## src/rtl/matrix_scan_bcm_if.sv

```systemverilog
// Panel-side bundle of matrix_scan_bcm: the scanner (master) drives addressing,
// strobes and display enable; the consumer side (slave) supplies global brightness.
interface matrix_scan_bcm_if #(
  parameter int COL_ADDR_WIDTH = 6,
  parameter int ROW_ADDR_WIDTH = 4,
  parameter int PLANES         = 6
);
  logic [7:0]                brightness;
  logic [COL_ADDR_WIDTH-1:0] column_address;
  logic [ROW_ADDR_WIDTH-1:0] row_address;
  logic [ROW_ADDR_WIDTH-1:0] row_address_active;
  logic [PLANES-1:0]         brightness_mask;
  logic                      clk_pixel_load;
  logic                      clk_pixel;
  logic                      row_latch;
  logic                      output_enable;
  logic                      frame_start;

  modport master (
    input  brightness,
    output column_address, row_address, row_address_active, brightness_mask,
    output clk_pixel_load, clk_pixel, row_latch, output_enable, frame_start
  );

  modport slave (
    output brightness,
    input  column_address, row_address, row_address_active, brightness_mask,
    input  clk_pixel_load, clk_pixel, row_latch, output_enable, frame_start
  );
endinterface

```

## src/rtl/matrix_scan_bcm.sv

```systemverilog
// HUB75 matrix scanner with binary-coded-modulation OE and global brightness.
// Optional anti-ghost blanking around row changes: define MATRIX_SCAN_GHOST_BLANK_EN.
module matrix_scan_bcm #(
  parameter int COLUMNS        = 64,
  parameter int COL_ADDR_WIDTH = 6,
  parameter int ROW_ADDR_WIDTH = 4,
  parameter int PLANES         = 6,
  parameter int BASE_ON        = 64,
  parameter int ON_WIDTH       = 16,
  parameter int BLANK_CYCLES   = 4
) (
  input  logic              clk_in,
  input  logic              reset,
  matrix_scan_bcm_if.master bus
);
  localparam int PW     = (PLANES > 1) ? $clog2(PLANES) : 1;
  localparam int PROD_W = ON_WIDTH + 9;

  if (COLUMNS < 2 || (1 << COL_ADDR_WIDTH) < COLUMNS || BLANK_CYCLES < 0 ||
      (BASE_ON << (PLANES - 1)) >= (1 << ON_WIDTH)) begin : g_bad_params
    $error("matrix_scan_bcm: inconsistent parameters");
  end

  typedef enum logic {SHIFT, READY} state_t;

  state_t                    state, state_next;
  logic                      started;
  logic [1:0]                phase, phase_next;
  logic [COL_ADDR_WIDTH-1:0] col, col_next;
  logic [PW-1:0]             plane, plane_next;
  logic [ROW_ADDR_WIDTH-1:0] row, row_next, row_active, row_active_next;
  logic [ON_WIDTH-1:0]       on_cnt, on_cnt_next, on_time;
  logic [PROD_W-1:0]         on_prod;
  logic                      row_change, latch_ok, latch, on_run;

  assign row_change = (plane == PW'(PLANES - 1));
  // Brightness is only looked at here, so it can only matter at a latch.
  assign on_prod = (PROD_W'(BASE_ON) << plane) * (PROD_W'(bus.brightness) + PROD_W'(1));
  assign on_time = ON_WIDTH'(on_prod >> 8);

`ifdef MATRIX_SCAN_GHOST_BLANK_EN
  localparam int BW = (BLANK_CYCLES > 0) ? $clog2(BLANK_CYCLES + 1) : 1;
  logic [BW-1:0] pre_cnt, pre_cnt_next, hold_cnt, hold_cnt_next;

  // OE and the on-time countdown are frozen while the post-latch blank runs.
  assign on_run = (hold_cnt == '0);

  always_comb begin
    pre_cnt_next  = pre_cnt;
    hold_cnt_next = (hold_cnt != '0) ? hold_cnt - BW'(1) : hold_cnt;
    latch_ok      = (state == READY) && (on_cnt == '0);
    if (latch_ok && row_change) begin
      if (pre_cnt == BW'(BLANK_CYCLES)) begin
        pre_cnt_next  = '0;
        hold_cnt_next = BW'(BLANK_CYCLES);
      end else begin
        pre_cnt_next = pre_cnt + BW'(1);
        latch_ok     = 1'b0;
      end
    end
  end

  always_ff @(posedge clk_in or negedge reset) begin
    if (!reset) begin
      pre_cnt  <= '0;
      hold_cnt <= '0;
    end else begin
      pre_cnt  <= pre_cnt_next;
      hold_cnt <= hold_cnt_next;
    end
  end
`else
  assign on_run   = 1'b1;
  assign latch_ok = (state == READY) && (on_cnt == '0);
`endif

  // NOTE: every variable gets a default before the case so no path can infer a latch.
  always_comb begin
    state_next      = state;
    phase_next      = phase;
    col_next        = col;
    plane_next      = plane;
    row_next        = row;
    row_active_next = row_active;
    on_cnt_next     = (on_run && on_cnt != '0) ? on_cnt - ON_WIDTH'(1) : on_cnt;
    latch           = 1'b0;
    if (started) begin
      unique case (state)
        SHIFT: begin
          phase_next = phase + 2'd1;
          if (phase == 2'd3) begin
            if (col == COL_ADDR_WIDTH'(COLUMNS - 1)) begin
              col_next   = '0;
              state_next = READY;
            end else begin
              col_next = col + COL_ADDR_WIDTH'(1);
            end
          end
        end
        READY: begin
          if (latch_ok) begin
            latch           = 1'b1;
            state_next      = SHIFT;
            on_cnt_next     = on_time;
            row_active_next = row;
            if (row_change) begin
              plane_next = '0;
              row_next   = row + ROW_ADDR_WIDTH'(1);
            end else begin
              plane_next = plane + PW'(1);
            end
          end
        end
        default: ;
      endcase
    end
  end

  // NOTE: state registers use <= so every process sees the pre-edge values.
  // started holds the engine at k0 of column 0 for the first post-reset cycle.
  always_ff @(posedge clk_in or negedge reset) begin
    if (!reset) begin
      started    <= 1'b0;
      state      <= SHIFT;
      phase      <= 2'd0;
      col        <= '0;
      plane      <= '0;
      row        <= '0;
      row_active <= '0;
      on_cnt     <= '0;
    end else begin
      started    <= 1'b1;
      state      <= state_next;
      phase      <= phase_next;
      col        <= col_next;
      plane      <= plane_next;
      row        <= row_next;
      row_active <= row_active_next;
      on_cnt     <= on_cnt_next;
    end
  end

  assign bus.column_address     = col;
  assign bus.row_address        = row;
  assign bus.row_address_active = row_active;
  assign bus.brightness_mask    = PLANES'(1) << plane;
  assign bus.clk_pixel_load     = started && (state == SHIFT) && (phase == 2'd0);
  assign bus.clk_pixel          = started && (state == SHIFT) && (phase == 2'd2);
  assign bus.row_latch          = latch;
  assign bus.output_enable      = on_run && (on_cnt != '0);
  assign bus.frame_start        = latch && (row == '0) && (plane == '0);
endmodule

```

## src/flat_wrapper.sv

```systemverilog
// flat-port wrapper written by rule: the top's interface ports become plain ports
module matrix_scan_bcm_flat 
#(
  parameter int COLUMNS        = 64,
  parameter int COL_ADDR_WIDTH = 6,
  parameter int ROW_ADDR_WIDTH = 4,
  parameter int PLANES         = 6,
  parameter int BASE_ON        = 64,
  parameter int ON_WIDTH       = 16,
  parameter int BLANK_CYCLES   = 4
)
  (clk_in, reset, bus_brightness, bus_column_address, bus_row_address, bus_row_address_active, bus_brightness_mask, bus_clk_pixel_load, bus_clk_pixel, bus_row_latch, bus_output_enable, bus_frame_start);
  matrix_scan_bcm_if #(.COL_ADDR_WIDTH(COL_ADDR_WIDTH), .ROW_ADDR_WIDTH(ROW_ADDR_WIDTH), .PLANES(PLANES)) bus_i ();
  input  logic clk_in;
  input  logic reset;
  input wire logic [$bits(bus_i.brightness)-1:0] bus_brightness;
  output wire logic [$bits(bus_i.column_address)-1:0] bus_column_address;
  output wire logic [$bits(bus_i.row_address)-1:0] bus_row_address;
  output wire logic [$bits(bus_i.row_address_active)-1:0] bus_row_address_active;
  output wire logic [$bits(bus_i.brightness_mask)-1:0] bus_brightness_mask;
  output wire logic [$bits(bus_i.clk_pixel_load)-1:0] bus_clk_pixel_load;
  output wire logic [$bits(bus_i.clk_pixel)-1:0] bus_clk_pixel;
  output wire logic [$bits(bus_i.row_latch)-1:0] bus_row_latch;
  output wire logic [$bits(bus_i.output_enable)-1:0] bus_output_enable;
  output wire logic [$bits(bus_i.frame_start)-1:0] bus_frame_start;
  assign bus_i.brightness = bus_brightness;
  assign bus_column_address = bus_i.column_address;
  assign bus_row_address = bus_i.row_address;
  assign bus_row_address_active = bus_i.row_address_active;
  assign bus_brightness_mask = bus_i.brightness_mask;
  assign bus_clk_pixel_load = bus_i.clk_pixel_load;
  assign bus_clk_pixel = bus_i.clk_pixel;
  assign bus_row_latch = bus_i.row_latch;
  assign bus_output_enable = bus_i.output_enable;
  assign bus_frame_start = bus_i.frame_start;
  matrix_scan_bcm #(.COLUMNS(COLUMNS), .COL_ADDR_WIDTH(COL_ADDR_WIDTH), .ROW_ADDR_WIDTH(ROW_ADDR_WIDTH), .PLANES(PLANES), .BASE_ON(BASE_ON), .ON_WIDTH(ON_WIDTH), .BLANK_CYCLES(BLANK_CYCLES)) u_core (.clk_in(clk_in), .reset(reset), .bus(bus_i));
endmodule
```

## config.mk

```make
export PLATFORM = sky130hd
export DESIGN_NAME = matrix_scan_bcm_flat
export DESIGN_NICKNAME = d
export VERILOG_FILES = /design/src/rtl/matrix_scan_bcm_if.sv /design/src/rtl/matrix_scan_bcm.sv /design/src/flat_wrapper.sv
export SDC_FILE = /design/constraint.sdc
export NUM_CORES = 1
export LEC_CHECK = 0
export CAP_MARGIN = 20
export CORE_UTILIZATION = 45
export CTS_CLUSTER_DIAMETER = 150
export CTS_CLUSTER_SIZE = 12
export DETAILED_ROUTE_END_ITERATION = 8
export PLACE_DENSITY_LB_ADDON = 0.05
export SYNTH_ARGS = -nofsm -noshare
export SYNTH_HDL_FRONTEND = slang
export SYNTH_SLANG_ARGS = --single-unit
```

## constraint.sdc

```tcl
create_clock -name clk_in -period 6.2 [get_ports clk_in]
set_input_delay 1.24 -clock clk_in [delete_from_list [all_inputs] [get_ports clk_in]]
set_output_delay 1.24 -clock clk_in [all_outputs]
set_load 0.01 [all_outputs]
```

==> flow_summary.json, run 1 <==
{
  "yosysTopAreaCellShare": 0.2119,
  "start_kind": "primary input",
  "min_path_type": "register to register",
  "firstDrtPassIters": 4,
  "grt_pass1_vias": 3343,
  "required_ns": 6.36,
  "core-area_um2": 9328,
  "die_w_um": 100.6,
  "fin_crit_sh": 0.9609,
  "dp_cells": 676,
  "drt_iter0_drc": 144,
  "grt_max_degree": 38,
  "grt_setup_unrepaired": "no",
  "synth_edf_count": 0,
  "leakagePower_nw": 2.585,
  "htreeDepth": 2,
  "tightest_slew_ns": 0.8545,
  "synth_top_family_by_area": "adder cells",
  "post-dp-hpwl_um": 8132,
  "skew_ns": 0.004767,
  "die_area_um2": 10110,
  "critPathArrivalTime_ns": 6.12,
  "synthSimpleGateAreaFrac": 0.2199,
  "fill_cells": 902,
  "n_antenna_cell": 0,
  "rows": 35,
  "ant_nets": 0,
  "syn_to_final_growth_pct": 18.38,
  "crit_type": "primary input to register",
  "ir_drop_mv": 0.1041,
  "ys_ff_latch": 37,
  "slew_headroom": 0.4304,
  "wl_met1_um": 4897,
  "synth_compound_area_frac": 0.07672,
  "syn_inst": 495,
  "synth.cell_area_um2": 4370,
  "min_period_ns": 5.958,
  "synthMuxAreaShare": 0.007443,
  "syn-num-nets": 598,
  "cts-root-buf": "clkbuf_8",
  "cts_tree": "done",
  "max-cap-violations": 0,
  "worst_slack_ns": 0.2421,
  "start_util": 0.4685,
  "p_total_w": 0.0005934,
  "yosys.area.top_type": "dfrtp_1",
  "met2_wirelength_um": 4498,
  "io_buffer_count": 34,
  "fin_cells": 685,
  "critical_path.max_fanout": 8,
  "drt-total-wl_um": 9901,
  "overflow": 0,
  "synthDistinctLibCells": 50,
  "grt_usage": 0.2063,
  "worstSkewPairLatency_ns": 0.29,
  "max_freq_mhz": 167.8,
  "place_congestion": 0.8524,
  "vias": 3524,
  "vias_per_cell": 5.145,
  "synthFlopType": "dfrtp_1",
  "powerDensity_nw_per_um2": 114.7,
  "cts_made_buffers": 5,
  "ys_async_sr_fraction": 1.000,
  "synth.most_common_cell": "inv_1",
  "fp.dieH_um": 100.6,
  "holdBufCountCts": 0,
  "drc": 0,
  "cts_sinks": 37,
  "finalSetupViolations": 0,
  "synth_area_leaders": "dfrtp_1 (21%), fa_1 (20%), ha_1 (14%)",
  "synth-adder-area-share": 0.3401,
  "finalHoldViolations": 0,
  "num_io_pins": 35,
  "top_layer_used": "met4",
  "drv_slew": 0,
  "antenna_found_initial": 0,
  "finalNetCount": 658,
  "final_core_util": 0.5547,
  "pre_cts_slack_ns": -0.1793,
  "clk_pin_slew_worst_paths_ns": 0.07,
  "worst_setup_path_end_kind": "register",
  "ys_seq_area_frac": 0.2119,
  "grt_pass1_wl_um": 16260,
  "drive_gt1_frac": 0.09532,
  "wl_per_cell_um": 14.45,
  "avgSynthCellArea_um2": 8.829,
  "wl_met3_um": 413,
  "synthTopCellsByCount": "inv_1 (73), nand2_1 (51), ha_1 (50)",
  "synth_xor_area_frac": 0.07214,
  "ys_warn_count": 0,
  "outcome": "completed",
  "cts_buffer_depth": 2
}
==> cells in the final DEF, fill, tap and decap left out, drive strengths merged, types with 3 or more instances in the layout <==
cell type and instances:
nor4 7, o21ai 20, inv 73, clkdlybuf4s50 33, a211oi 4, nor2b 10
nand2b 15, clkbuf 6, o211ai 3, a21oi 12, xnor2 20, or3 6
nand2 52, or2 3, buf 26, o21a 4, dfrtp 37, and2 9
nand3b 5, nor2 45, a21o 3, and3 5, xor2 16, fa 43
nand3 15, nor3 11, ha 50
==> final timing paths <==
check                                                  from                                to  slack, ns  depth (start not counted)
max                                       bus_brightness[0]                 u_core.on_cnt[13]       0.24                         22
min                        u_core.bus.row_address_active[2]  u_core.bus.row_address_active[2]       0.47                          2
max reg2reg                                 u_core.plane[0]                 u_core.on_cnt[13]       1.05                         18
min reg2reg                u_core.bus.row_address_active[2]  u_core.bus.row_address_active[2]       0.47                          2
max in group asynchronous                             reset                 u_core.on_cnt[13]       4.61                          1
min in group asynchronous                             reset      u_core.bus.column_address[2]       1.06                          1
==> registers in the layout, summed over array words and instances, names as in the netlist <==
| register | count |
|---|---|
| u_core.plane | 3 |
| u_core.started | 1 |
| u_core.bus.row_address | 4 |
| u_core.on_cnt | 16 |
| u_core.state | 1 |
| u_core.bus.row_address_active | 4 |
| u_core.phase | 2 |
| u_core.bus.column_address | 6 |
==> timing repair <==
action	4_1_cts	5_1_grt
resized for setup	0	14
setup endpoints to repair	0	8
endpoints found under the hold margin	0	0
buffers inserted	0	1
==> logic make-up after synthesis <==
family	count (synthesis)
compound gates	55
xor+xnor	36
fa+ha+maj	93
buf+inv	79
flops	37
mux	3
other cells	2
simple gates	190
==> routing by layer <==
layer  vias up  track usage
li1       1729            -
met1      1713       0.3127
met2        76       0.3172
met3         6      0.02635
met4         0      0.03790
met5         -            0
==> report_power, final <==
| group | switching (W) | internal, W |
|---|---|---|
| combinational | 0.0000671 | 0.0000735 |
| clock | 0.0000877 | 0.0000780 |
| sequential | 0.0000237 | 0.000263 |
| total | 0.000179 | 0.000415 |
==> critical path, stage by stage <==
cell and delay (ns):
clkdlybuf4s50_1 0.50, buf_4 0.16, and3_1 0.16, nand3_2 0.10, nor2_2 0.14, xnor2_2 0.14
nand2b_4 0.16, fa_1 0.44, fa_1 0.55, inv_1 0.06, fa_1 0.52, inv_1 0.05
fa_1 0.52, inv_1 0.06, ha_4 0.28, nand3_1 0.07, o211ai_1 0.28, a31oi_2 0.15
buf_4 0.16, a21oi_1 0.16, xnor2_1 0.13, o21ai_0 0.08
==> per-stage QoR <==
step	cell area [um^2]	hold slack, ns	TNS [ns]
after detailed placement	5015	0.4625	-0.8098
after global routing	5174	0.5071	0
after floorplan	4370	0.4646	0
final	5174	0.4729	0
after global placement	5015	0.4520	-0.4717
after CTS	5097	0.4786	0
==> layout make-up <==
class                      count  area, um^2  area share
timing repair buffer          59       523.0      0.1011
sequential                    37       925.9      0.1790
clock buffer                   6       72.57     0.01403
multi-input combinational    379        3207      0.6198
tap                          129       161.4     0.03120
clock inverter                 2       10.01    0.001935
inverter                      73       274.0     0.05296
No activity file was read; power rests on OpenSTA's default activity.
==> inputs of run 2 (changes only) <==
--- a/config.mk
+++ b/config.mk
@@ -10,7 +10,6 @@
 export CTS_CLUSTER_DIAMETER = 150
 export CTS_CLUSTER_SIZE = 12
 export DETAILED_ROUTE_END_ITERATION = 8
-export PLACE_DENSITY_LB_ADDON = 0.05
 export SYNTH_ARGS = -nofsm -noshare
 export SYNTH_HDL_FRONTEND = slang
 export SYNTH_SLANG_ARGS = --single-unit
==> flow_summary.json, run 2 (synthesis results as in run 1) <==
{
  "outcome": "completed",
  "htreeDepth": 2,
  "crit_type": "primary input to register",
  "fp.dieH_um": 100.6,
  "leakagePower_nw": 2.603,
  "largest_register": "u_core.on_cnt",
  "grt_pass1_vias": 3347,
  "critical_path.max_fanout": 7,
  "cts_buffer_depth": 2,
  "firstDrtPassIters": 4,
  "crit_path_top_delay_cell": "fa_1",
  "slew_headroom": 0.4494,
  "tightest_slew_ns": 0.8259,
  "cts_made_buffers": 5,
  "finalNetCount": 659,
  "r2r_cells": 17,
  "cts-root-buf": "clkbuf_8",
  "setup_tns_ns": 0,
  "drv_slew": 0,
  "core-area_um2": 9328,
  "grt_max_degree": 38,
  "die_area_um2": 10110,
  "drt-total-wl_um": 9443,
  "finalSetupViolations": 0,
  "powerDensity_nw_per_um2": 123.8,
  "p_sw_w": 0.0001745,
  "power.share.clock": 0.337,
  "drt_iter0_drc": 142,
  "grt_pass1_wl_um": 15850,
  "max_stage_delay_ns": 0.54,
  "hold_start": "u_core.bus.row_address_active[2]",
  "cts_sinks": 37,
  "p_seq_frac": 0.447,
  "required_ns": 6.38,
  "reg2reg_slack_ns": 1.12,
  "cts_tree": "done",
  "ir_drop_mv": 0.08785,
  "min_period_ns": 5.941,
  "antenna_found_initial": 0,
  "worstSkewPairLatency_ns": 0.29,
  "grt_usage": 0.1975,
  "critPathArrivalTime_ns": 6.12,
  "drc": 0,
  "num_io_pins": 35,
  "netSwitchingFraction": 0.2720,
  "max_freq_mhz": 168.3,
  "fin_crit_sh": 0.9582,
  "clk_pin_slew_worst_paths_ns": 0.07,
  "cpMostUsedCell": "fa_1",
  "max-cap-violations": 0,
  "rows": 35,
  "finalHoldViolations": 0,
  "vias": 3486,
  "r2r-end": "u_core.on_cnt[15]",
  "io_buffer_count": 34,
  "grt_setup_unrepaired": "no",
  "wl_per_cell_um": 13.77,
  "largest_reg_flops": 16,
  "final_cell_mix": "inv_1 (73), nand2_1 (51), ha_1 (49), nor2_1 (43), fa_1 (43)",
  "n_antenna_cell": 0,
  "start_util": 0.4685,
  "worst_setup_path_end_kind": "register",
  "crit_chain": "clkdlybuf4s50_1 -> ha_2 -> nand3_2 -> buf_4 -> xor2_1 -> buf_4 -> nor2_1 -> fa_1 -> fa_1 -> fa_1 -> inv_1 -> fa_1 -> inv_1 -> ha_1 -> a21oi_1 -> o21ai_0 -> a31oi_2 -> o211ai_1 -> xor2_1 -> o21a_1",
  "place_congestion": 0.8676,
  "min_path_type": "register to register",
  "syn_to_final_growth_pct": 18.55,
  "start_kind": "primary input",
  "holdPathStages": 2,
  "drive_gt1_frac": 0.08797,
  "min_to": "u_core.bus.row_address_active[2]",
  "skew_ns": 0.007544,
  "p_int_w": 0.0004671,
  "regToRegStartpoint": "u_core.plane[0]",
  "power_frac_comb": 0.216,
  "ant_nets": 0,
  "die_w_um": 100.6,
  "vias_per_cell": 5.082,
  "post-dp-hpwl_um": 7816,
  "p_total_w": 0.0006416,
  "dp_cells": 678,
  "layout_commonest_cell": "inv_1",
  "overflow": 0,
  "fin_cells": 686
}
[run 2: cell types whose count changed in the layout (fill, tap and decap cells not counted), sizes merged]
cell           delta
clkinv            -2
dlymetal6s2s      +1
bufinv            +1
clkbuf            +1
clkdlybuf4s50     -1
buf               +1
[run 2: area by class of cell]
| class | instances | area (um^2) |
|---|---|---|
| Sequential cell | 37 | 925.9 |
| Multi-Input combinational cell | 379 | 3171 |
| Inverter | 73 | 274.0 |
| Tap cell | 129 | 161.4 |
| Timing Repair Buffer | 60 | 533.0 |
| Clock inverter | 1 | 30.03 |
| Clock buffer | 7 | 86.33 |
| Fill cell | 876 | 4146 |
[run 2: routing by layer]
layer / global-route usage / up-vias / wire length [um]
met2: 0.3135 / 64 / 4390
met4: 0.03790 / 0 / 74
li1: - / 1720 / -
met5: 0 / - / 0
met1: 0.2932 / 1694 / 4705
met3: 0.02080 / 8 / 273
[run 2: critical path, delay by kind of cell]
family | cells | cell delay (ns)
fa+ha+maj | 6 | 2.57
buf+inv | 5 | 0.93
simple gates | 2 | 0.17
xor+xnor | 2 | 0.32
compound gates | 5 | 0.87
[run 2: worst max path at each step]
stage	from	endpoint	slack (ns)	cells after the start
2_1_floorplan	bus_brightness[0]	u_core.on_cnt[15]	0.39	19
3_3_place_gp	bus_brightness[0]	u_core.on_cnt[15]	-0.12	20
3_5_place_dp	bus_brightness[0]	u_core.on_cnt[15]	-0.20	20
4_1_cts	bus_brightness[0]	u_core.on_cnt[15]	0.08	20
5_1_grt	bus_brightness[1]	u_core.on_cnt[13]	0.02	21
6_report	bus_brightness[1]	u_core.on_cnt[15]	0.26	20
[run 2: repair_timing]
action | CTS | global route
resized for setup | 0 | 8
endpoints found under the setup margin | 0 | 5
hold buffers | 0 | 0
buffers inserted | 0 | 0
[run 2: per-stage QoR]
step	utilization	worst slack [ns]	hold slack, ns	area [um^2]
finish	0.5555	0.2592	0.4722	5181
global route	0.5555	0.02441	0.5137	5181
CTS	0.5517	0.07853	0.4809	5146
detailed placement	0.5392	-0.1973	0.4646	5030
global placement	0.5392	-0.1241	0.4567	5030
floorplan	-	0.3936	0.4646	4370
[run 2: power groups by stage]
stage | sequential (W) | clock [W] | combinational (W)
global route | 0.000291 | 0.000236 | 0.000158
finish | 0.000287 | 0.000216 | 0.000139
global placement | 0.000291 | 0 | 0.000138
CTS | 0.000287 | 0.000220 | 0.000140
floorplan | 0.000292 | 0 | 0.0000689
detailed placement | 0.000291 | 0 | 0.000140
==> inputs of run 3 (changes only) <==
--- a/config.mk
+++ b/config.mk
@@ -13,3 +13,4 @@
 export SYNTH_ARGS = -nofsm -noshare
 export SYNTH_HDL_FRONTEND = slang
 export SYNTH_SLANG_ARGS = --single-unit
+export TNS_END_PERCENT = 5
==> results of run 3 <==
Same layout as run 2: the final DEF is identical, and so are final timing and power.
